File: config.mk
export PLATFORM = sky130hd
export DESIGN_NAME = ctrl_fsm_flat
export DESIGN_NICKNAME = d
export VERILOG_FILES = /design/src/rtl/ctrl_pkg.sv /design/src/rtl/ctrl_fsm_if.sv /design/src/rtl/ctrl_decode.sv /design/src/rtl/ctrl_fsm.sv /design/src/flat_wrapper.sv
export SDC_FILE = /design/constraint.sdc
export NUM_CORES = 1
export LEC_CHECK = 0
export CAP_MARGIN = 20
export CORE_MARGIN = 3
export CORE_UTILIZATION = 55
export DETAILED_ROUTE_END_ITERATION = 8
export DONT_BUFFER_PORTS = 1
export GPL_TIMING_DRIVEN = 0
export PLACE_DENSITY_LB_ADDON = 0.1
export SLEW_MARGIN = 20
export SYNTH_ARGS = -nofsm -noshare
export SYNTH_HDL_FRONTEND = slang
export SYNTH_HIERARCHICAL = 1
export SYNTH_SLANG_ARGS = --single-unit
File: constraint.sdc
create_clock -name clk -period 3.15 [get_ports clk]
set_clock_uncertainty 0.15 [all_clocks]
set_input_delay 0.315 -clock clk [delete_from_list [all_inputs] [get_ports clk]]
set_output_delay 0.315 -clock clk [all_outputs]
set_load 0.02 [all_outputs]
File: src/rtl/ctrl_pkg.sv
// -----------------------------------------------------------------------------
// ctrl_pkg
// Shared types and constants for the two-phase CPU controller: FSM state
// encoding, opcode values, ALU function codes, accumulator source codes and
// the packed strobe bundle that the decoder produces and the FSM registers.
// -----------------------------------------------------------------------------
package ctrl_pkg;

  typedef enum logic [1:0] {
    ST_RESET = 2'd0,
    ST_FETCH = 2'd1,
    ST_EXEC  = 2'd2,
    ST_HALT  = 2'd3
  } state_t;

  // Opcode values. Anything at or above 16 is illegal, as is OP_ILL.
  localparam int unsigned OP_NOP     = 0;
  localparam int unsigned OP_ADD     = 1;
  localparam int unsigned OP_SUB     = 2;
  localparam int unsigned OP_NOR     = 3;
  localparam int unsigned OP_ACC_REG = 4;
  localparam int unsigned OP_REG_ACC = 5;
  localparam int unsigned OP_JZ_REG  = 6;
  localparam int unsigned OP_JZ_IMM  = 7;
  localparam int unsigned OP_JC_REG  = 8;
  localparam int unsigned OP_JNZ_IMM = 9;
  localparam int unsigned OP_JC_IMM  = 10;
  localparam int unsigned OP_SHL     = 11;
  localparam int unsigned OP_SHR     = 12;
  localparam int unsigned OP_LDI     = 13;
  localparam int unsigned OP_ILL     = 14;
  localparam int unsigned OP_STOP    = 15;

  // ALU function codes carried in the low four bits of SelALU.
  typedef logic [3:0] alu_code_t;
  localparam alu_code_t ALU_ADD  = 4'b1000;
  localparam alu_code_t ALU_SUB  = 4'b1100;
  localparam alu_code_t ALU_NOR  = 4'b0100;
  localparam alu_code_t ALU_PASS = 4'b0010;
  localparam alu_code_t ALU_SHL  = 4'b0001;
  localparam alu_code_t ALU_SHR  = 4'b0011;

  // Accumulator input mux select.
  typedef enum logic [1:0] {
    ACC_ALU = 2'b00,
    ACC_REG = 2'b10,
    ACC_IMM = 2'b11
  } acc_sel_t;

  // PC load source select.
  localparam logic PC_FROM_REG = 1'b1;
  localparam logic PC_FROM_IMM = 1'b0;

  // Every datapath control output in one bundle, so the FSM can register
  // the whole set with a single assignment.
  typedef struct packed {
    logic      load_ir;
    logic      inc_pc;
    logic      sel_pc;
    logic      load_pc;
    logic      load_reg;
    logic      load_acc;
    acc_sel_t  sel_acc;
    alu_code_t sel_alu;
  } strobes_t;

  localparam strobes_t STROBES_IDLE = '0;

  // Strobe set for a FETCH cycle: only the instruction register loads.
  function automatic strobes_t fetch_strobes();
    strobes_t s;
    s         = STROBES_IDLE;
    s.load_ir = 1'b1;
    return s;
  endfunction

endpackage

File: src/rtl/ctrl_fsm_if.sv
// -----------------------------------------------------------------------------
// ctrl_fsm_if
// Bundle of signals between the controller and the datapath/instruction
// memory side.
//   Datapath -> controller : opcode, Z, C, mem_ready, resume
//   Controller -> datapath : LoadIR, IncPC, SelPC, LoadPC, LoadReg, LoadAcc,
//                            SelAcc, SelALU, halted, illegal
// Modports: master = controller, slave = datapath.
// -----------------------------------------------------------------------------
interface ctrl_fsm_if #(
  parameter int OPW  = 4,
  parameter int ALUW = 4
);

  logic [OPW-1:0]  opcode;
  logic            Z;
  logic            C;
  logic            mem_ready;
  logic            resume;

  logic            LoadIR;
  logic            IncPC;
  logic            SelPC;
  logic            LoadPC;
  logic            LoadReg;
  logic            LoadAcc;
  logic [1:0]      SelAcc;
  logic [ALUW-1:0] SelALU;
  logic            halted;
  logic            illegal;

  modport master (
    input  opcode, Z, C, mem_ready, resume,
    output LoadIR, IncPC, SelPC, LoadPC, LoadReg, LoadAcc,
           SelAcc, SelALU, halted, illegal
  );

  modport slave (
    output opcode, Z, C, mem_ready, resume,
    input  LoadIR, IncPC, SelPC, LoadPC, LoadReg, LoadAcc,
           SelAcc, SelALU, halted, illegal
  );

endinterface

File: src/rtl/ctrl_decode.sv
// -----------------------------------------------------------------------------
// ctrl_decode
// Purely combinational instruction decoder: maps an opcode plus the ALU
// flags to the strobe set for one EXEC cycle, and flags opcodes that stop
// the machine (STOP) or are illegal (14 and anything >= 16).
// Ports:
//   opcode  : instruction register contents
//   z, c    : ALU zero / carry flags
//   strobes : datapath strobes for the EXEC cycle (load_ir always 0)
//   illegal : opcode is illegal
//   stop    : opcode is STOP
// -----------------------------------------------------------------------------
module ctrl_decode
  import ctrl_pkg::*;
#(
  parameter int OPW = 4
) (
  input  logic [OPW-1:0] opcode,
  input  logic           z,
  input  logic           c,
  output strobes_t       strobes,
  output logic           illegal,
  output logic           stop
);

  // Widening to 32 bits lets one case statement cover every OPW: values
  // >= 16 simply fall into the default branch.
  logic [31:0] op_ext;
  assign op_ext = 32'(opcode);

  // NOTE: every output gets a default before the case, so no path leaves a
  // signal unassigned and no latch is inferred.
  always_comb begin
    strobes = STROBES_IDLE;
    illegal = 1'b0;
    stop    = 1'b0;

    case (op_ext)
      OP_NOP: begin
        strobes.inc_pc = 1'b1;
      end
      OP_ADD: begin
        strobes.inc_pc   = 1'b1;
        strobes.load_acc = 1'b1;
        strobes.sel_alu  = ALU_ADD;
      end
      OP_SUB: begin
        strobes.inc_pc   = 1'b1;
        strobes.load_acc = 1'b1;
        strobes.sel_alu  = ALU_SUB;
      end
      OP_NOR: begin
        strobes.inc_pc   = 1'b1;
        strobes.load_acc = 1'b1;
        strobes.sel_alu  = ALU_NOR;
      end
      OP_ACC_REG: begin
        strobes.inc_pc   = 1'b1;
        strobes.load_acc = 1'b1;
        strobes.sel_acc  = ACC_REG;
      end
      OP_REG_ACC: begin
        strobes.inc_pc   = 1'b1;
        strobes.load_reg = 1'b1;
        strobes.sel_alu  = ALU_PASS;
      end
      // Conditional branches: exactly one of load_pc / inc_pc is set, so the
      // PC never sees both a load and an increment.
      OP_JZ_REG: begin
        strobes.load_pc = z;
        strobes.inc_pc  = ~z;
        strobes.sel_pc  = PC_FROM_REG;
      end
      OP_JZ_IMM: begin
        strobes.load_pc = z;
        strobes.inc_pc  = ~z;
        strobes.sel_pc  = PC_FROM_IMM;
      end
      OP_JC_REG: begin
        strobes.load_pc = c;
        strobes.inc_pc  = ~c;
        strobes.sel_pc  = PC_FROM_REG;
      end
      OP_JNZ_IMM: begin
        strobes.load_pc = ~z;
        strobes.inc_pc  = z;
        strobes.sel_pc  = PC_FROM_IMM;
      end
      OP_JC_IMM: begin
        strobes.load_pc = c;
        strobes.inc_pc  = ~c;
        strobes.sel_pc  = PC_FROM_IMM;
      end
      OP_SHL: begin
        strobes.inc_pc   = 1'b1;
        strobes.load_acc = 1'b1;
        strobes.sel_alu  = ALU_SHL;
      end
      OP_SHR: begin
        strobes.inc_pc   = 1'b1;
        strobes.load_acc = 1'b1;
        strobes.sel_alu  = ALU_SHR;
      end
      OP_LDI: begin
        strobes.inc_pc   = 1'b1;
        strobes.load_acc = 1'b1;
        strobes.sel_acc  = ACC_IMM;
      end
      OP_STOP: begin
        stop = 1'b1;
      end
      OP_ILL: begin
        illegal = 1'b1;
      end
      default: begin
        illegal = 1'b1;
      end
    endcase
  end

endmodule

File: src/rtl/ctrl_fsm.sv
// -----------------------------------------------------------------------------
// ctrl_fsm
// Fetch/execute sequencer for the 8-bit datapath. Waits in FETCH until the
// instruction memory reports ready, executes the decoded instruction for one
// cycle, and parks in HALT after STOP or an illegal opcode until a resume
// pulse arrives. Every control output comes straight from a flop.
// Ports:
//   clk : system clock, rising edge
//   CL  : asynchronous active-high reset
//   bus : ctrl_fsm_if.master (opcode/flags/handshake in, strobes/status out)
// Parameters:
//   OPW  : opcode width (must match bus)
//   ALUW : SelALU width (must match bus, >= 4); upper bits read as zero
// -----------------------------------------------------------------------------
module ctrl_fsm
  import ctrl_pkg::*;
#(
  parameter int OPW  = 4,
  parameter int ALUW = 4
) (
  input  logic        clk,
  input  logic        CL,
  ctrl_fsm_if.master  bus
);

  state_t   state, state_d;
  strobes_t out_q, out_d;
  logic     halted_q, halted_d;
  logic     illegal_q, illegal_d;
  // Remembers, across the EXEC cycle, that the executing instruction ends in
  // HALT. The opcode input is not re-read in EXEC, so IR changes there are
  // harmless.
  logic     stop_q, stop_d;

  strobes_t dec_strobes;
  logic     dec_illegal;
  logic     dec_stop;

  ctrl_decode #(
    .OPW (OPW)
  ) u_decode (
    .opcode  (bus.opcode),
    .z       (bus.Z),
    .c       (bus.C),
    .strobes (dec_strobes),
    .illegal (dec_illegal),
    .stop    (dec_stop)
  );

  // Next-state and next-output logic. Outputs are computed for the state
  // being entered, so the registered copies line up with that state's cycle.
  always_comb begin
    state_d   = state;
    out_d     = STROBES_IDLE;
    illegal_d = illegal_q;
    stop_d    = stop_q;

    case (state)
      ST_RESET: begin
        state_d = ST_FETCH;
        out_d   = fetch_strobes();
      end

      ST_FETCH: begin
        if (bus.mem_ready) begin
          // Opcode and flags are captured on this edge; later changes to
          // Z/C/opcode during EXEC cannot alter the registered strobes.
          state_d   = ST_EXEC;
          out_d     = dec_strobes;
          stop_d    = dec_stop | dec_illegal;
          illegal_d = illegal_q | dec_illegal;
        end else begin
          out_d = fetch_strobes();
        end
      end

      ST_EXEC: begin
        if (stop_q) begin
          state_d = ST_HALT;
        end else begin
          state_d = ST_FETCH;
          out_d   = fetch_strobes();
        end
      end

      ST_HALT: begin
        // The PC was not advanced, so resuming re-fetches the same word.
        if (bus.resume) begin
          state_d = ST_FETCH;
          out_d   = fetch_strobes();
        end
      end

      default: begin
        state_d = ST_RESET;
      end
    endcase

    halted_d = (state_d == ST_HALT);
  end

  // NOTE: the reset branch covers every flop here (state and outputs alike),
  // so asserting CL clears live strobes immediately without a clock edge.
  // NOTE: sequential state uses non-blocking assignments so every flop
  // samples the pre-edge value of its inputs.
  always_ff @(posedge clk or posedge CL) begin
    if (CL) begin
      state     <= ST_RESET;
      out_q     <= STROBES_IDLE;
      halted_q  <= 1'b0;
      illegal_q <= 1'b0;
      stop_q    <= 1'b0;
    end else begin
      state     <= state_d;
      out_q     <= out_d;
      halted_q  <= halted_d;
      illegal_q <= illegal_d;
      stop_q    <= stop_d;
    end
  end

  assign bus.LoadIR  = out_q.load_ir;
  assign bus.IncPC   = out_q.inc_pc;
  assign bus.SelPC   = out_q.sel_pc;
  assign bus.LoadPC  = out_q.load_pc;
  assign bus.LoadReg = out_q.load_reg;
  assign bus.LoadAcc = out_q.load_acc;
  assign bus.SelAcc  = out_q.sel_acc;
  assign bus.SelALU  = ALUW'(out_q.sel_alu);
  assign bus.halted  = halted_q;
  assign bus.illegal = illegal_q;

endmodule

File: src/flat_wrapper.sv
// flat-port wrapper written by rule: the top's interface ports become plain ports
module ctrl_fsm_flat import ctrl_pkg::*;
#(
  parameter int OPW  = 4,
  parameter int ALUW = 4
)
  (clk, CL, bus_opcode, bus_Z, bus_C, bus_mem_ready, bus_resume, bus_LoadIR, bus_IncPC, bus_SelPC, bus_LoadPC, bus_LoadReg, bus_LoadAcc, bus_SelAcc, bus_SelALU, bus_halted, bus_illegal);
  ctrl_fsm_if #(.OPW(OPW), .ALUW(ALUW)) bus_i ();
  input  logic clk;
  input  logic CL;
  input wire logic [$bits(bus_i.opcode)-1:0] bus_opcode;
  input wire logic [$bits(bus_i.Z)-1:0] bus_Z;
  input wire logic [$bits(bus_i.C)-1:0] bus_C;
  input wire logic [$bits(bus_i.mem_ready)-1:0] bus_mem_ready;
  input wire logic [$bits(bus_i.resume)-1:0] bus_resume;
  output wire logic [$bits(bus_i.LoadIR)-1:0] bus_LoadIR;
  output wire logic [$bits(bus_i.IncPC)-1:0] bus_IncPC;
  output wire logic [$bits(bus_i.SelPC)-1:0] bus_SelPC;
  output wire logic [$bits(bus_i.LoadPC)-1:0] bus_LoadPC;
  output wire logic [$bits(bus_i.LoadReg)-1:0] bus_LoadReg;
  output wire logic [$bits(bus_i.LoadAcc)-1:0] bus_LoadAcc;
  output wire logic [$bits(bus_i.SelAcc)-1:0] bus_SelAcc;
  output wire logic [$bits(bus_i.SelALU)-1:0] bus_SelALU;
  output wire logic [$bits(bus_i.halted)-1:0] bus_halted;
  output wire logic [$bits(bus_i.illegal)-1:0] bus_illegal;
  assign bus_i.opcode = bus_opcode;
  assign bus_i.Z = bus_Z;
  assign bus_i.C = bus_C;
  assign bus_i.mem_ready = bus_mem_ready;
  assign bus_i.resume = bus_resume;
  assign bus_LoadIR = bus_i.LoadIR;
  assign bus_IncPC = bus_i.IncPC;
  assign bus_SelPC = bus_i.SelPC;
  assign bus_LoadPC = bus_i.LoadPC;
  assign bus_LoadReg = bus_i.LoadReg;
  assign bus_LoadAcc = bus_i.LoadAcc;
  assign bus_SelAcc = bus_i.SelAcc;
  assign bus_SelALU = bus_i.SelALU;
  assign bus_halted = bus_i.halted;
  assign bus_illegal = bus_i.illegal;
  ctrl_fsm #(.OPW(OPW), .ALUW(ALUW)) u_core (.clk(clk), .CL(CL), .bus(bus_i));
endmodule
==> flow_summary.yaml, run 1 <==
outcome:
  status: "complete, no violations"
finish:
  area_growth_pct: 6.452
  final_nets: 97
  diodes: 0
  stdcell_count: 101
  largest_reg_flops: 4
  drive_gt1_share_pct: 13.95
clocking:
  cts.htree.levels: 1
  clkSinkCount: 17
  cts_tree: "done"
  post_cts_buffers: 0
  ctsResizeCount: 0
  clk_pin_slew_ps: 90
  clk_latency_ps: 270
  cts_root_buf: "clkbuf_4"
  numCtsBuffers: 3
  clockBufferDepth: 2
sta:
  period_share_pct: 39.29
  setup_ws_ps: 1912
  worst_slew_pin_slew_ps: 609.1
  fin_tns_setup_ps: 0
  maxSlewHeadroom_pct: 59.35
  rsz0062_at_grt: "no"
  period_minus_slack_ps: 1238
  maxSlewViolCount: 0
  setup_violations: 0
  max_freq_mhz: 808.0
  hold_viol: 0
power_and_ir_drop:
  ir_worst_vdd_v: 0.0003014
  p_per_area_nw_per_um2: 603.7
  fin_total_pwr_w: 0.0005483
  power.leakage_nw: 0.4119
placed_design:
  place_congestion: 0.8066
  dp.cells: 96
  portBuffers: 0
  hpwlAfterDp_um: 988.7
  pre_cts_ws_ps: 1871
setup_path:
  critPathMaxFanout: 10
  criticalPathCategory: "flip-flop to flip-flop"
  worstSetupStartpointType: "flip-flop"
  r2r_slack_ps: 1910
  crit_required_ps: 3220
  crit_arrival_ps: 1310
  ff2ff_path_depth: 3
  setup.worst_path.end_class: "flip-flop"
  worstReg2RegStart: "u_core/state[1]$_DFF_PP0_"
  reg2reg_to: "u_core/bus.SelPC$_DFF_PP0_"
logic_synthesis:
  ys.flop_type: "dfrtp_1"
  syn_nets: 91
  syn_area_sq_um: 853.3
  synthArstFlopShare_pct: 100.0
  ys_seq_elements: 17
  synth_area_leaders: "dfrtp_1, and2_1, buf_6"
  syn-mean-instance-area_sq_um: 10.53
  yosysWarnings: 6
  synth_cells: 81
  synth_top_area_cell: "dfrtp_1"
  yosysUniqueCellTypes: 33
  synth-edff-count: 0
  yosys.area.top_type_share_pct: 49.85
  yosysSeqAreaShare_pct: 49.85
route:
  dr_total_vias: 553
  drc_errors: 0
  routed_wl_um: 1408
  drt-initial-drc-count: 17
  wl_per_cell_um: 13.94
  viasPerCell: 5.475
  ant_nets: 0
  first_pass_iters: 4
grt:
  antenna_found_initial: 0
  grt.total_usage_pct: 16.41
  gr-usage-met3_pct: 3.953
  grt_max_degree: 18
  gr-total-overflow: 0
  top_usage_layer: "met2"
  grt_pass1_wl_um: 2373
  use_met1_pct: 21.20
  first_global_vias: 535
  grt_use_met2_pct: 25.07
min_path:
  hold_class: "input port to flip-flop"
  worstHoldEndpoint: "u_core/bus.halted$_DFF_PP0_"
  hp-start: "bus_resume"
  hold_depth: 2
die:
  dieArea_sq_um: 2060
  core-area_sq_um: 1383
  die_h_um: 45.39
  rows: 13
  ios: 24
  die_width_um: 45.39
  initial_utilization_pct: 61.72
job:
  maxCapViolations: 0
-- cells by family after synthesis --
kind of cell / Yosys count / synth area share [%]
AND/OR/NAND/NOR: 38 / 28.89
XOR/XNOR: 2 / 2.053
buffers and inverters: 10 / 8.063
AO/OA/AOI/OAI: 13 / 10.70
flip-flops: 17 / 49.85
other: 1 / 0.4395
-- cells in the mapped netlist, drive strengths merged (2+ instances only) --
library cell,n
nor2b,3
o21ai,3
or3b,2
nor3,3
dfrtp,17
nand4bb,2
o211ai,2
inv,4
nand3b,3
nor2,6
a21boi,2
and2,10
xnor2,2
a21oi,2
nand2,2
buf,6
-- worst max path at each step --
stage / depth (start not counted) / end / startpoint
after CTS: 3 / u_core/bus.SelPC$_DFF_PP0_ / u_core/state[1]$_DFF_PP0_
after global routing: 3 / u_core/bus.SelPC$_DFF_PP0_ / u_core/state[1]$_DFF_PP0_
after detailed placement: 4 / u_core/bus.SelALU[0]$_DFF_PP0_ / bus_opcode[0]
after global placement: 4 / u_core/bus.SelALU[0]$_DFF_PP0_ / bus_opcode[0]
after floorplan: 4 / u_core/bus.SelALU[0]$_DFF_PP0_ / bus_opcode[0]
final: 3 / u_core/bus.SelPC$_DFF_PP0_ / u_core/state[1]$_DFF_PP0_
-- critical path: stages (launching register included) --
cell and delay, ps:
dfrtp_1 420, and3b_4 340, buf_6 140, and2_1 130
-- cells in the final DEF (no fill, tap or decap), types with 2 or more instances in the layout --
cell type and instances:
dfrtp_1 17, and2_1 10, inv_1 4, nand4bb_1 2, or3b_1 2, nor3_1 3
nand2_1 2, xnor2_1 2, buf_6 3, nand3b_1 3, o211ai_1 2, clkbuf_4 3
o21ai_0 3, nor2_1 5, buf_4 2, nor2b_1 3
-- timing repair --
item / 4_1_cts / 5_1_grt
endpoints found under the setup margin: 0 / 0
endpoints found under the hold margin: 17 / 0
hold buffers: 1 / 0
-- cell type report --
type,count,area [sq um]
plain buffers,6,53.80
inverters,4,15.01
clock buffers,4,26.28
well taps,15,18.77
multi-input cells,54,359.1
fillers,106,474.2
flip-flops and latches,17,425.4
repair buffers,1,10.01
-- metal layers --
layer | part of all wire, % | vias up
li1 | - | 279
met1 | 44 | 249
met2 | 48 | 23
met3 | 6.6 | 2
met4 | 0.85 | 0
met5 | 0 | -
-- stage by stage --
stage,area (sq um),utilization [%],hold slack (ps)
after CTS,908.4,65.70,102.0
final,908.4,65.70,108.4
after global routing,908.4,65.70,126.4
after floorplan,853.3,-,91.07
after global placement,872.1,63.08,151.1
after detailed placement,872.1,63.08,158.9
-- report_power, final --
part | switching (W) | leakage, nW | internal [W] | total [W]
Sequential | 0.0000627 | 0.221 | 0.000262 | 0.000324
Combinational | 0.0000552 | 0.176 | 0.0000583 | 0.000114
Clock | 0.0000613 | 0.0150 | 0.0000491 | 0.000110
(Power assumes the default switching activity.)
==> inputs of run 2 (changes only) <==
==> constraint.sdc (replaced) <==
create_clock -name clk -period 1.19 [get_ports clk]
set_clock_uncertainty 0.15 [all_clocks]
set_input_delay 0.119 -clock clk [delete_from_list [all_inputs] [get_ports clk]]
set_output_delay 0.119 -clock clk [all_outputs]
set_load 0.02 [all_outputs]
==> flow_summary.yaml, run 2 (synthesis results as in run 1) <==
finish:
  area_growth_pct: 19.06
  final_cell_mix: "dfrtp_1, and2_4, dlygate4sd3_1, buf_4, nor2_1"
  diodes: 0
  largest_reg_flops: 4
  stdcell_count: 111
  fill_cells: 94
  mostFrequentLayoutCell: "dfrtp_1"
  drive_gt1_share_pct: 26.04
  final_nets: 107
  finalCoreUtilization_pct: 73.48
sta:
  worst_slew_pin_slew_ps: 615.2
  period_share_pct: 101.5
  hold_viol: 2
  setup_violations: 10
  maxSlewHeadroom_pct: 58.94
  setup_ws_ps: -18.15
  maxSlewViolCount: 0
  period_minus_slack_ps: 1208
  rsz0062_at_grt: "yes"
  timing.hold.ws_ps: -21.65
  max_freq_mhz: 827.7
setup_path:
  startpoint: "u_core/state[1]$_DFF_PP0_"
  r2r_slack_ps: -20
  reg2reg_to: "u_core/bus.SelALU[1]$_DFF_PP0_"
  crit_required_ps: 1260
  criticalPathCategory: "flip-flop to flip-flop"
  crit_arrival_ps: 1280
  setup.worst_path.end_class: "flip-flop"
  ff2ff_path_depth: 3
  worstReg2RegStart: "u_core/state[1]$_DFF_PP0_"
  critPathMaxFanout: 5
  worstSetupStartpointType: "flip-flop"
placed_design:
  hpwlAfterDp_um: 988.7
  place_congestion: 0.8066
  portBuffers: 0
  pre_cts_ws_ps: -46.51
  dp.cells: 96
power_and_ir_drop:
  p_per_area_nw_per_um2: 1575
  power.leakage_nw: 0.4664
  ir_worst_vdd_v: 0.0009070
job:
  maxCapViolations: 0
route:
  drc_errors: 0
  ant_nets: 0
  routed_wl_um: 1629
  drt-initial-drc-count: 21
  dr_total_vias: 612
  first_pass_iters: 5
  viasPerCell: 5.514
  wl_per_cell_um: 14.68
clocking:
  numCtsBuffers: 3
  cts_hold_buf: 6
  clkSinkCount: 17
  clk_pin_slew_ps: 100
  cts_root_buf: "clkbuf_4"
  cts.htree.levels: 1
  clk_latency_ps: 280
  cts_tree: "done"
  clockBufferDepth: 2
die:
  dieArea_sq_um: 2060
  rows: 13
  core-area_sq_um: 1383
  ios: 24
  die_width_um: 45.39
  die_h_um: 45.39
  initial_utilization_pct: 61.72
min_path:
  worstHoldEndpoint: "u_core/bus.SelPC$_DFF_PP0_"
  hold_depth: 3
  hp-start: "bus_opcode[1]"
  hold_class: "input port to flip-flop"
grt:
  grt_pass1_wl_um: 2594
  grt_max_degree: 18
  gr-total-overflow: 0
  first_global_vias: 597
  grt.total_usage_pct: 18.05
  antenna_found_initial: 0
outcome:
  status: "finished with violations"
  violations: "negative hold slack, negative setup slack"
run 2: cell count changes in the layout (fill, tap and decap cells not counted), sizes merged:
cell / delta
buf: +5
dlygate4sd3: +5
run 2: metal layers:
layer  wire (um)  vias up  track usage [%]
li1            -      297                -
met1         705      288            22.44
met2         836       25            28.69
met3          75        2            4.743
met4          12        0            8.772
met5           0        -                0
run 2: repair_timing:
action                                  in CTS  in global routing
pin swaps                                    0                  2
gates cloned                                 0                  1
endpoints found under the setup margin       9                 13
buffers inserted                             3                  1
hold endpoints to repair                    27                  2
gates resized for setup                      0                 10
run 2: how the worst max path moves through the flow:
stage	end	depth (start not counted)	slack [ps]
floorplan	u_core/stop_q$_DFFE_PP0P_	4	50
global placement	u_core/stop_q$_DFFE_PP0P_	4	-20
detailed placement	u_core/bus.SelPC$_DFF_PP0_	3	-50
CTS	u_core/bus.SelPC$_DFF_PP0_	3	-20
global route	u_core/bus.SelALU[0]$_DFF_PP0_	3	-70
finish	u_core/bus.SelALU[1]$_DFF_PP0_	3	-20
run 2: cell type report:
class | count | area, sq um | share of cell area [%]
plain buffers | 6 | 53.80 | 5.296
clock buffers | 4 | 26.28 | 2.586
inverters | 4 | 15.01 | 1.478
multi-input cells | 54 | 374.1 | 36.82
flip-flops and latches | 17 | 426.7 | 42.00
well taps | 15 | 18.77 | 1.847
repair buffers | 11 | 101.3 | 9.975
run 2: critical path, cell delays in order, from the launching register on:
cell and delay [ps]:
dfrtp_1 410, and3b_4 340, buf_6 120, and2_4 130
run 2: through the flow:
step | setup TNS, ps | total power, W | area [sq um]
2_1_floorplan | 0 | 0.001109 | 853.3
3_3_place_gp | -77.03 | 0.001160 | 872.1
3_5_place_dp | -246.2 | 0.001173 | 872.1
4_1_cts | -36.33 | 0.001540 | 980.9
5_1_grt | -676.0 | 0.001701 | 1016
6_report | -105.9 | 0.001601 | 1016
run 2: power by group:
group	internal [W]	leakage, nW	switching, W	total, W
logic	0.000252	0.231	0.000204	0.000456
clock network	0.000130	0.0150	0.000166	0.000296
registers	0.000695	0.221	0.000154	0.000849
total	0.00108	0.466	0.000524	0.00160
==> variant 1: new RTL, config.mk and constraints of run 2 <==
`OPW` is set to 4 in 4 places; all go to 5.
--- a/src/rtl/ctrl_fsm_if.sv
+++ b/src/rtl/ctrl_fsm_if.sv
@@ -8,7 +8,7 @@
 // Modports: master = controller, slave = datapath.
 // -----------------------------------------------------------------------------
 interface ctrl_fsm_if #(
-  parameter int OPW  = 4,
+  parameter int OPW  = 5,
   parameter int ALUW = 4
 );
 
--- a/src/rtl/ctrl_decode.sv
+++ b/src/rtl/ctrl_decode.sv
@@ -13,7 +13,7 @@
 module ctrl_decode
   import ctrl_pkg::*;
 #(
-  parameter int OPW = 4
+  parameter int OPW = 5
 ) (
   input  logic [OPW-1:0] opcode,
   input  logic           z,
--- a/src/rtl/ctrl_fsm.sv
+++ b/src/rtl/ctrl_fsm.sv
@@ -15,7 +15,7 @@
 module ctrl_fsm
   import ctrl_pkg::*;
 #(
-  parameter int OPW  = 4,
+  parameter int OPW  = 5,
   parameter int ALUW = 4
 ) (
   input  logic        clk,
--- a/src/flat_wrapper.sv
+++ b/src/flat_wrapper.sv
@@ -1,7 +1,7 @@
 // flat-port wrapper written by rule: the top's interface ports become plain ports
 module ctrl_fsm_flat import ctrl_pkg::*;
 #(
-  parameter int OPW  = 4,
+  parameter int OPW  = 5,
   parameter int ALUW = 4
 )
   (clk, CL, bus_opcode, bus_Z, bus_C, bus_mem_ready, bus_resume, bus_LoadIR, bus_IncPC, bus_SelPC, bus_LoadPC, bus_LoadReg, bus_LoadAcc, bus_SelAcc, bus_SelALU, bus_halted, bus_illegal);
Ports: changed (resized bus_opcode); port bits go from 24 to 25. The function was not compared with the original's and may differ.
==> variant 1 against run 2 <==
- total power down 14%
- maximum frequency grew 4.2%
- count of clock-buffer cells in the layout unchanged
- setup slack improved by 48 ps
- wire length fell by 11%
- core utilization is 8.6 points lower
- sequential cell count is the same
- sequential share of layout area grew 0.56 points
- cell area is 1.6% lower
- largest cell class unchanged
- synthesized area rose by 7.5%
==> variant 1: results (changes against run 2) <==
status:
  status: "finished clean"  # was finished with violations
power:
  p_per_area_nw_per_um2: 1380  # was 1580 nW/um^2
  ir_drop_v: 0.000757  # was 0.000907 V
drt:
  firstDrtPassIters: 3  # was 5
  wl_mm: 1.45  # was 1.63 mm
  met2_length_um: 692  # was 836 um
  drt_iter0_drc: 9  # was 21
  viasPerCell: 5.55  # was 5.51
  num_vias: 633  # was 612
  top_layer_used: "met3"  # was met4
yosys:
  ys_types: 34  # was 33
  ys_seq_area_frac: 0.464  # was 0.499
  ys_top_cells_by_area: "dfrtp_1 (46%), and2_1 (6.8%), nor2b_1 (3.4%)"  # was dfrtp_1 (50%), and2_1 (7.3%), buf_6 (4.0%)
worst_setup_path:
  path_max_fanout: 14  # was 5
cells_and_area:
  final.fill_count: 147  # was 94
  signal_buffers: 11  # was 17
  multi_input_area_share: 0.422  # was 0.368
  seqAreaFraction: 0.426  # was 0.420
floorplanning:
  rows: 14  # was 13
global_route:
  gr-usage-all-layers: 0.151  # was 0.180
  grt_pass1_wl_mm: 2.38  # was 2.59 mm
placed_design:
  dp_worst_setup_slack_ps: -14.0  # was -46.5 ps
  dpl.cell_count: 106  # was 96
  hpwl_mm: 1.05  # was 989 um
  dpl_cell_area_um2: 937  # was 872 um^2
timing:
  max-slew-margin-rel: 0.609  # was 0.589
## variant 1: cell types whose count changed in the layout (fill, tap and decap cells not counted), moves of 3 or more
cell	delta
buf_6	-3
o21ai_0	+3
a21oi_1	+3
and2_4	-6
and2_1	+6
## variant 1: what timing repair did
action                                  CTS  global route
resized for setup                         0             0
gates cloned                              0             0
hold endpoints to repair                 21             0
hold buffers                              4             0
setup buffers                             1             0
endpoints found under the setup margin    8            14
## variant 1: cell families after synthesis
family | synth area share
simple gates | 0.322
flops | 0.464
xor+xnor | 0.0191
other cells | 0.00409
buf+inv | 0.0764
compound gates | 0.115
## variant 1: power breakdown
part           internal (mW)  switching (mW)  total (mW)
clock                  0.130           0.154       0.284
combinational          0.155           0.157       0.312
sequential             0.666           0.115       0.781
total                  0.951           0.426        1.38
## variant 1: worst max-delay path, delay by kind of cell, from the launching register on
family,cells,cell delay (ps)
simple gates,2,540
flops,1,400
## variant 1: path summary, 6_finish.rpt
| check | cells after the start | to | start | slack [ps] |
|---|---|---|---|---|
| max | 2 | u_core/bus.SelALU[0] | u_core/state[1] | 30 |
| min | 2 | u_core/state[0] | bus_mem_ready | 10 |
| max reg2reg | 2 | u_core/bus.SelALU[0] | u_core/state[1] | 30 |
| min reg2reg | 2 | u_core/stop_q | u_core/stop_q | 380 |
| max in group asynchronous | 2 | u_core/bus.SelPC | CL | 320 |
| min in group asynchronous | 2 | u_core/bus.LoadReg | CL | 190 |
## variant 1: routing by layer
metal | up-vias | global-route usage
met3 | 0 | 0.0307
met4 | 0 | 0.0663
met1 | 300 | 0.209
met5 | - | 0
li1 | 315 | -
met2 | 18 | 0.228
